### src/rtl/jtcontra_sndlatch_pkg.sv
// Shared constants for the sound latch: IRQ mode encodings, depth limit,
// and a helper that sizes FIFO pointers.
package jtcontra_sndlatch_pkg;

    localparam int IRQ_LEVEL = 0;
    localparam int IRQ_PULSE = 1;
    localparam int MAX_DEPTH = 16;

    // Pointer width; a single-entry latch still carries a 1-bit pointer.
    function automatic int ptr_w(input int depth);
        return (depth > 1) ? $clog2(depth) : 1;
    endfunction

endpackage

### src/rtl/jtcontra_sndlatch_irq.sv
// Sound-CPU interrupt generator: either a level held until acknowledged or a
// fixed-length pulse restarted by every accepted write.
module jtcontra_sndlatch_irq
    import jtcontra_sndlatch_pkg::*;
#(
    parameter int IRQ_MODE = IRQ_LEVEL,
    parameter int IRQ_LEN  = 16
) (
    input  logic clk,
    input  logic rst,
    input  logic set_i,
    input  logic ack_i,
    output logic irq_o
);

    generate
        if (IRQ_MODE == IRQ_PULSE) begin : g_pulse
            logic [7:0] cnt_q, cnt_d;
            logic       irq_q, irq_d;

            // A new write reloads the count; ack cuts the pulse short.
            always_comb begin
                cnt_d = cnt_q;
                if (set_i) begin
                    cnt_d = 8'(IRQ_LEN);
                end else if (ack_i) begin
                    cnt_d = '0;
                end else if (cnt_q != 8'd0) begin
                    cnt_d = cnt_q - 8'd1;
                end
                irq_d = (cnt_d != 8'd0);
            end

            // Counter and registered IRQ output.
            always_ff @(posedge clk) begin
                if (rst) begin
                    cnt_q <= '0;
                    irq_q <= 1'b0;
                end else begin
                    cnt_q <= cnt_d;
                    irq_q <= irq_d;
                end
            end

            assign irq_o = irq_q;
        end else begin : g_level
            logic irq_q, irq_d;

            // Set wins over a same-cycle acknowledge.
            always_comb begin
                irq_d = irq_q;
                if (set_i) begin
                    irq_d = 1'b1;
                end else if (ack_i) begin
                    irq_d = 1'b0;
                end
            end

            // Registered level IRQ.
            always_ff @(posedge clk) begin
                if (rst) begin
                    irq_q <= 1'b0;
                end else begin
                    irq_q <= irq_d;
                end
            end

            assign irq_o = irq_q;
        end
    endgenerate

endmodule

### src/rtl/jtcontra_sndlatch.sv
// Main-CPU to sound-CPU command latch. DEPTH=1 behaves as a classic latch
// (overwrite on full); larger depths form a FIFO that drops writes on full.
module jtcontra_sndlatch
    import jtcontra_sndlatch_pkg::*;
#(
    parameter int DW       = 8,
    parameter int DEPTH    = 1,
    parameter int IRQ_MODE = IRQ_LEVEL,
    parameter int IRQ_LEN  = 16
) (
    input  logic                     clk,
    input  logic                     rst,
    input  logic                     wr,
    input  logic [DW-1:0]            din,
    input  logic                     rd,
    input  logic                     irq_ack,
    input  logic                     ovf_clr,
    output logic [DW-1:0]            dout,
    output logic                     snd_irq,
    output logic                     empty,
    output logic                     full,
    output logic [$clog2(DEPTH):0]   level,
    output logic                     ovf
);

    localparam int AW = ptr_w(DEPTH);
    localparam int LW = $clog2(DEPTH) + 1;

    logic [DW-1:0] mem_q [DEPTH];
    logic [DW-1:0] mem_d [DEPTH];
    logic [AW-1:0] rd_ptr_q, rd_ptr_d;
    logic [AW-1:0] wr_ptr_q, wr_ptr_d;
    logic [LW-1:0] level_q, level_d;
    logic [DW-1:0] dout_q, dout_d;
    logic          empty_q, empty_d;
    logic          full_q, full_d;
    logic          ovf_q, ovf_d;
    logic          pop, push, overwrite, ovf_evt, accept;

    function automatic logic [AW-1:0] ptr_inc(input logic [AW-1:0] p);
        if (p == AW'(DEPTH - 1)) begin
            return '0;
        end
        return p + AW'(1);
    endfunction

    // Next-state: a pop frees a slot so a same-cycle push on a full buffer
    // succeeds; dout is taken from the post-update head so it is current
    // one cycle after the strobe, and holds when the buffer drains.
    always_comb begin
        mem_d     = mem_q;
        rd_ptr_d  = rd_ptr_q;
        wr_ptr_d  = wr_ptr_q;
        level_d   = level_q;
        pop       = rd && !empty_q;
        push      = wr && (!full_q || pop);
        overwrite = (DEPTH == 1) && wr && !push;
        ovf_evt   = wr && !push;
        accept    = push || overwrite;
        if (accept) begin
            mem_d[wr_ptr_q] = din;
        end
        if (pop) begin
            rd_ptr_d = ptr_inc(rd_ptr_q);
        end
        if (push) begin
            wr_ptr_d = ptr_inc(wr_ptr_q);
        end
        if (push && !pop) begin
            level_d = level_q + LW'(1);
        end else if (pop && !push) begin
            level_d = level_q - LW'(1);
        end
        empty_d = (level_d == '0);
        full_d  = (level_d == LW'(DEPTH));
        dout_d  = empty_d ? dout_q : mem_d[rd_ptr_d];
        ovf_d   = ovf_q;
        if (ovf_evt) begin
            ovf_d = 1'b1;
        end else if (ovf_clr) begin
            ovf_d = 1'b0;
        end
    end

    // State registers; reset clears pointers, flags and the visible data.
    always_ff @(posedge clk) begin
        if (rst) begin
            for (int i = 0; i < DEPTH; i++) begin
                mem_q[i] <= '0;
            end
            rd_ptr_q <= '0;
            wr_ptr_q <= '0;
            level_q  <= '0;
            dout_q   <= '0;
            empty_q  <= 1'b1;
            full_q   <= 1'b0;
            ovf_q    <= 1'b0;
        end else begin
            mem_q    <= mem_d;
            rd_ptr_q <= rd_ptr_d;
            wr_ptr_q <= wr_ptr_d;
            level_q  <= level_d;
            dout_q   <= dout_d;
            empty_q  <= empty_d;
            full_q   <= full_d;
            ovf_q    <= ovf_d;
        end
    end

    jtcontra_sndlatch_irq #(
        .IRQ_MODE (IRQ_MODE),
        .IRQ_LEN  (IRQ_LEN)
    ) u_irq (
        .clk   (clk),
        .rst   (rst),
        .set_i (accept),
        .ack_i (irq_ack),
        .irq_o (snd_irq)
    );

    assign dout  = dout_q;
    assign empty = empty_q;
    assign full  = full_q;
    assign level = level_q;
    assign ovf   = ovf_q;

endmodule

### config.mk
export PLATFORM = sky130hd
export DESIGN_NAME = jtcontra_sndlatch
export DESIGN_NICKNAME = d
export VERILOG_FILES = /design/src/rtl/jtcontra_sndlatch_pkg.sv /design/src/rtl/jtcontra_sndlatch_irq.sv /design/src/rtl/jtcontra_sndlatch.sv
export SDC_FILE = /design/constraint.sdc
export NUM_CORES = 1
export LEC_CHECK = 0
export ABC_AREA = 1
export ABC_CLOCK_PERIOD_IN_PS = 3000
export CORE_MARGIN = 2
export CORE_UTILIZATION = 40
export DETAILED_ROUTE_END_ITERATION = 10
export GPL_ROUTABILITY_DRIVEN = 1
export PLACE_DENSITY_LB_ADDON = 0.15
export SYNTH_ARGS = -nofsm -noshare
export SYNTH_HDL_FRONTEND = slang
export SYNTH_HIERARCHICAL = 1
export SYNTH_SLANG_ARGS = --single-unit
### constraint.sdc
create_clock -name clk -period 3 [get_ports clk]
set_input_delay 0.6 -clock clk [delete_from_list [all_inputs] [get_ports clk]]
set_output_delay 0.6 -clock clk [all_outputs]
set_load 0.03 [all_outputs]
Word-level counts from Yosys, hierarchy flattened. Cells that the tools add are included. Widths: inputs -> output; s select.

ROM bits: 0. Bits of input ports: 14. Memories kept: 0. Output and inout bits: 13. Bits in writable memories: 0. Latch bits: 0. Register bits after elaboration: 22. Logic and storage cells: 49.

Add/sub/neg operators: 4. Div/mod/pow operators: 0. Bitwise gates (word level): 1. Reductions and logical operators: 14. Muxes and demuxes: 19. Shifts and indexed selects: 0. $lt $le $gt $ge: 3. Multiply operators: 0. Eq/ne operators: 0.

Operator list (count): $mux 8 (3); $mux 1 (15); $bwmux 8 (1); $logic_and 1x1->1 (6); $logic_not 1->1 (4); $reduce_bool 2->1 (2); $add 1x1->1 const B (3); $logic_or 1x1->1 (2); $lt 1x1->1 const B (2); $ge 1x1->1 const B (1); $not 1->1 (1); $sub 1x1->1 const B (1).

Logic depth before layout (Yosys ltp).
Word-level depth: 9. Depth in mapped cells: 7. Gate-level depth less buffers: 7.

Hierarchy. The synthesis kept the hierarchy.

By module, submodules not included: jtcontra_sndlatch (seq. area each 380.4 µm², cells an instance 103, times used 1, area an instance 798.3 µm²); jtcontra_sndlatch_irq (seq. area each 20.0 µm², cells an instance 5, times used 1, area an instance 40.0 µm²).

Least setup slack after synthesis. Ideal clock, no wire load.

Path type: register to output. Start: register full (netlist name). End: output port level. Data arrival time: 0.775 ns. Required time: 2.400 ns. Buffers on the path: 1. Cell stages (with the launch flop): 2. Setup slack: 1.625 ns. Cells stage by stage: dfxtp_1 buf_4.

RTL lines: end: declaration (RTL line jtcontra_sndlatch.sv:22) `output logic [$clog2(DEPTH):0] level,`.

Worst setup path in the final report.
Start: register full_q (netlist: full). End: output port full.

RTL lines: start: declaration (RTL line jtcontra_sndlatch.sv:36) `logic full_q, full_d;`; start signal: assignment (RTL line jtcontra_sndlatch.sv:105) `full_q <= full_d;`; end: declaration (RTL line jtcontra_sndlatch.sv:21) `output logic full,`.

No word-level cell between the ends.

==> key figures <==
Clock tree
  – CTS sink count: 20
  – CTS tree: done
  – Clock-pin slew on the worst setup and hold paths: roughly 0.11 ns
  – Post-CTS setup buffers: 0
  – Hold Buf Count CTS: 0
  – PostCTS Resize Cnt: 0
  – Inserted Clock Buffers: 3
  – Max clock buf depth: 2
  – CTS H-tree lvls: 1
  – Skew-Pair Late Insertion Delay: between 0.2 and 0.3 ns
  – Clock root buffer master: clkbuf_4

Global route
  – Pin count of the biggest net entering global routing: 18
  – GRT Total Usage: between 10% and 20%
  – Total grt overflow: 0
  – Initial antenna violation count: 0
  – Vias in the first global route: a little over 600
  – First-pass GRT wire length: between 2000 and 3000 um

Power and ir drop
  – Peak VDD IR: ~0.32 mV
  – P_sw: between 150 and 200 uW
  – Pwr/cell area: between 500 and 600 nW/um^2
  – Power Total: approximately 580 uW
  – P_leak: roughly 0.0005 uW
  – Sw frac: ~29%
  – Int Pwr: between 400 and 500 uW
  – Logic pwr share: between 20% and 30%
  – Sequential Power Share: approximately 51%
  – Clk pwr share: 26.2%

Timing
  – Slew @ Worst Pin: roughly 0.46 ns
  – Peak Freq: ~490 MHz
  – RSZ-0062 raised after global routing: false
  – Relative slew slack: a little over two thirds
  – Tcrit/Tclk final: 67.6%
  – Setup violators final: 0
  – Tmin final: ~2.0 ns
  – Clock Skew: around 0.0047 ns
  – Final Hold Vio Count: 0
  – Setup TNS: 0 ns
  – Max Slew Vio Count: 0

Finish
  – Fillers: approximately 210
  – Proportion of layout cells with a drive suffix above 1: 8.33%
  – Register area: around 400 sq um
  – Area grow syn2layout: 34.6%
  – Nets: approximately 150
  – Inserted Diodes: 0
  – Area occupied by multi-input gates: between 300 and 400 sq um
  – Post-route insts no fill: between 150 and 200

Logic synthesis
  – Most frequent cells after synthesis: nand2_1 (41), dfxtp_1 (20), nand3_1 (10)
  – Fraction of registers with async set or reset after synthesis: 0%
  – Post-Synthesis Cells: approximately 110
  – Main synth FF type: dfxtp_1
  – Top post-synthesis cells by area: dfxtp_1 (48%), nand2_1 (18%), nand3_1 (6.0%)
  – Synth Area per Inst: about 7.8 sq um
  – Synth warnings: 6
  – Syn Std Cell Area: between 800 and 900 sq um
  – Most common cell in the netlist: nand2_1
  – Syn nets: 122
  – Library cells used by synthesis: 15
  – Synth Register Bits: 20
  – Register area share after synthesis: a little under half
  – EDFF count, synth: 0
  – Top-area cell type share of the netlist area: a little under half
  – Post-synth top area cell: dfxtp_1

Floorplanning
  – Die area: approximately 2500 sq um
  – Num rows: 16
  – CORE AREA: just under 2000 sq um
  – Die height: 49.8 um
  – Die width: 49.8 um
  – I/O pin count: 27
  – Starting Density: between 40% and 50%

Detailed routing
  – Via count: 734
  – Final wirelength: between 1500 and 2000 um
  – Drt wl/cell: 10.0 um
  – Antenna Nets Post-Route: 0
  – Residual DRC count: 0
  – DRT Pass-1 Iters: 4
  – DR iter-0 viols: 9
  – Drt via density: 4.62

Setup path
  – R2R depth: 7
  – Worst path slowest cell: clkdlybuf4s50_1
  – Max incr delay on CP: about 0.70 ns
  – WP data arrival: between 1 and 1.5 ns
  – CP Capture Type: output pin
  – Reg2Reg Setup Slack: about 1.9 ns
  – Critical path's top delay family: buffers and inverters
  – Crit-path cells: clkdlybuf4s50_1
  – Worst-path maximum fanout: 6
  – Worst R2R End: dout[3]
  – CP required: around 2.4 ns
  – CP Class: flop to output pin
  – R2r startpoint: empty
  – CP bufs+invs: 1
  – CP Launch Type: flop

Placed design
  – Number of port buffers: 26
  – GP Congestion: between 0.7 and 0.8
  – Dpl hpwl: ~1300 um
  – Placed Cells: about 160

Flow run
  – Max Cap Violations: 0

Hold path
  – Hold Startpoint: ovf
  – Hold Path Depth: 2
  – Worst Hold Class: flop to flop
  – Hold Path End: ovf

Outcome
  – Status: completed
routing by layer:
| layer | GRT usage, % | vias up | part of all wire (%) |
|---|---|---|---|
| met5 | 0 | - | 0 |
| met4 | 5.56 | 0 | 0.75 |
| met3 | 2.73 | 2 | 3.8 |
| met2 | 22.4 | 16 | 48 |
| met1 | 18.5 | 314 | 48 |
| li1 | - | 402 | - |
cell usage in the layout, fill, tap and decap left out:
cell type / count
inv_2: 2
nand2_1: 41
clkbuf_4: 3
nand3_4: 2
nor2_4: 1
nand4_1: 8
clkdlybuf4s50_1: 26
clkbuf_8: 1
inv_1: 7
nand3_1: 10
dfxtp_1: 20
nand3_2: 1
a21oi_2: 1
a21oi_1: 9
worst max path at each step:
stage,from,to,cells past startpoint
global route,full,full,1
CTS,full,full,1
floorplan,full,level,1
detailed placement,wr,dout[0],7
finish,full,full,1
global placement,wr,dout[4],7
metrics by stage:
step                utilization [%]  hold slack, ns  instance area [sq um]  setup slack, ns
floorplan                         -           0.446                    838             1.62
global placement               55.7           0.453                   1090            0.898
detailed placement             55.7           0.457                   1090            0.840
CTS                            57.5           0.473                   1130            0.945
global route                   57.5           0.492                   1130            0.894
finish                         57.5           0.470                   1130            0.973
final cells by class:
cell class | instances | share of cell area (%)
clock buffers | 4 | 3.22
inverters | 9 | 2.99
multi-input cells | 73 | 32.3
flip-flops and latches | 20 | 35.5
well taps | 27 | 2.99
repair buffers | 26 | 23.1
state kept, by name, indices dropped and copies added (netlist names):
name,count
empty,1
u_irq/irq_o,1
ovf,1
mem_q,8
dout,8
full,1
power by group through the flow:
stage          combinational [uW]  clock (uW)  sequential, uW
6_report                      134         153             295
5_1_grt                       146         172             298
4_1_cts                       136         158             295
3_5_place_dp                  135           0             301
3_3_place_gp                  134           0             301
2_1_floorplan                60.0           0             325
logic make-up (layout without fill, tap and decap cells):
group           count (synthesis)  count (layout)  synth area share (%)
compound gates                 10              10                  6.42
buf+inv                        15              39                  8.81
flops                          20              20                  47.8
simple gates                   63              63                  37.0
Power figures use the tool's default switching activity.
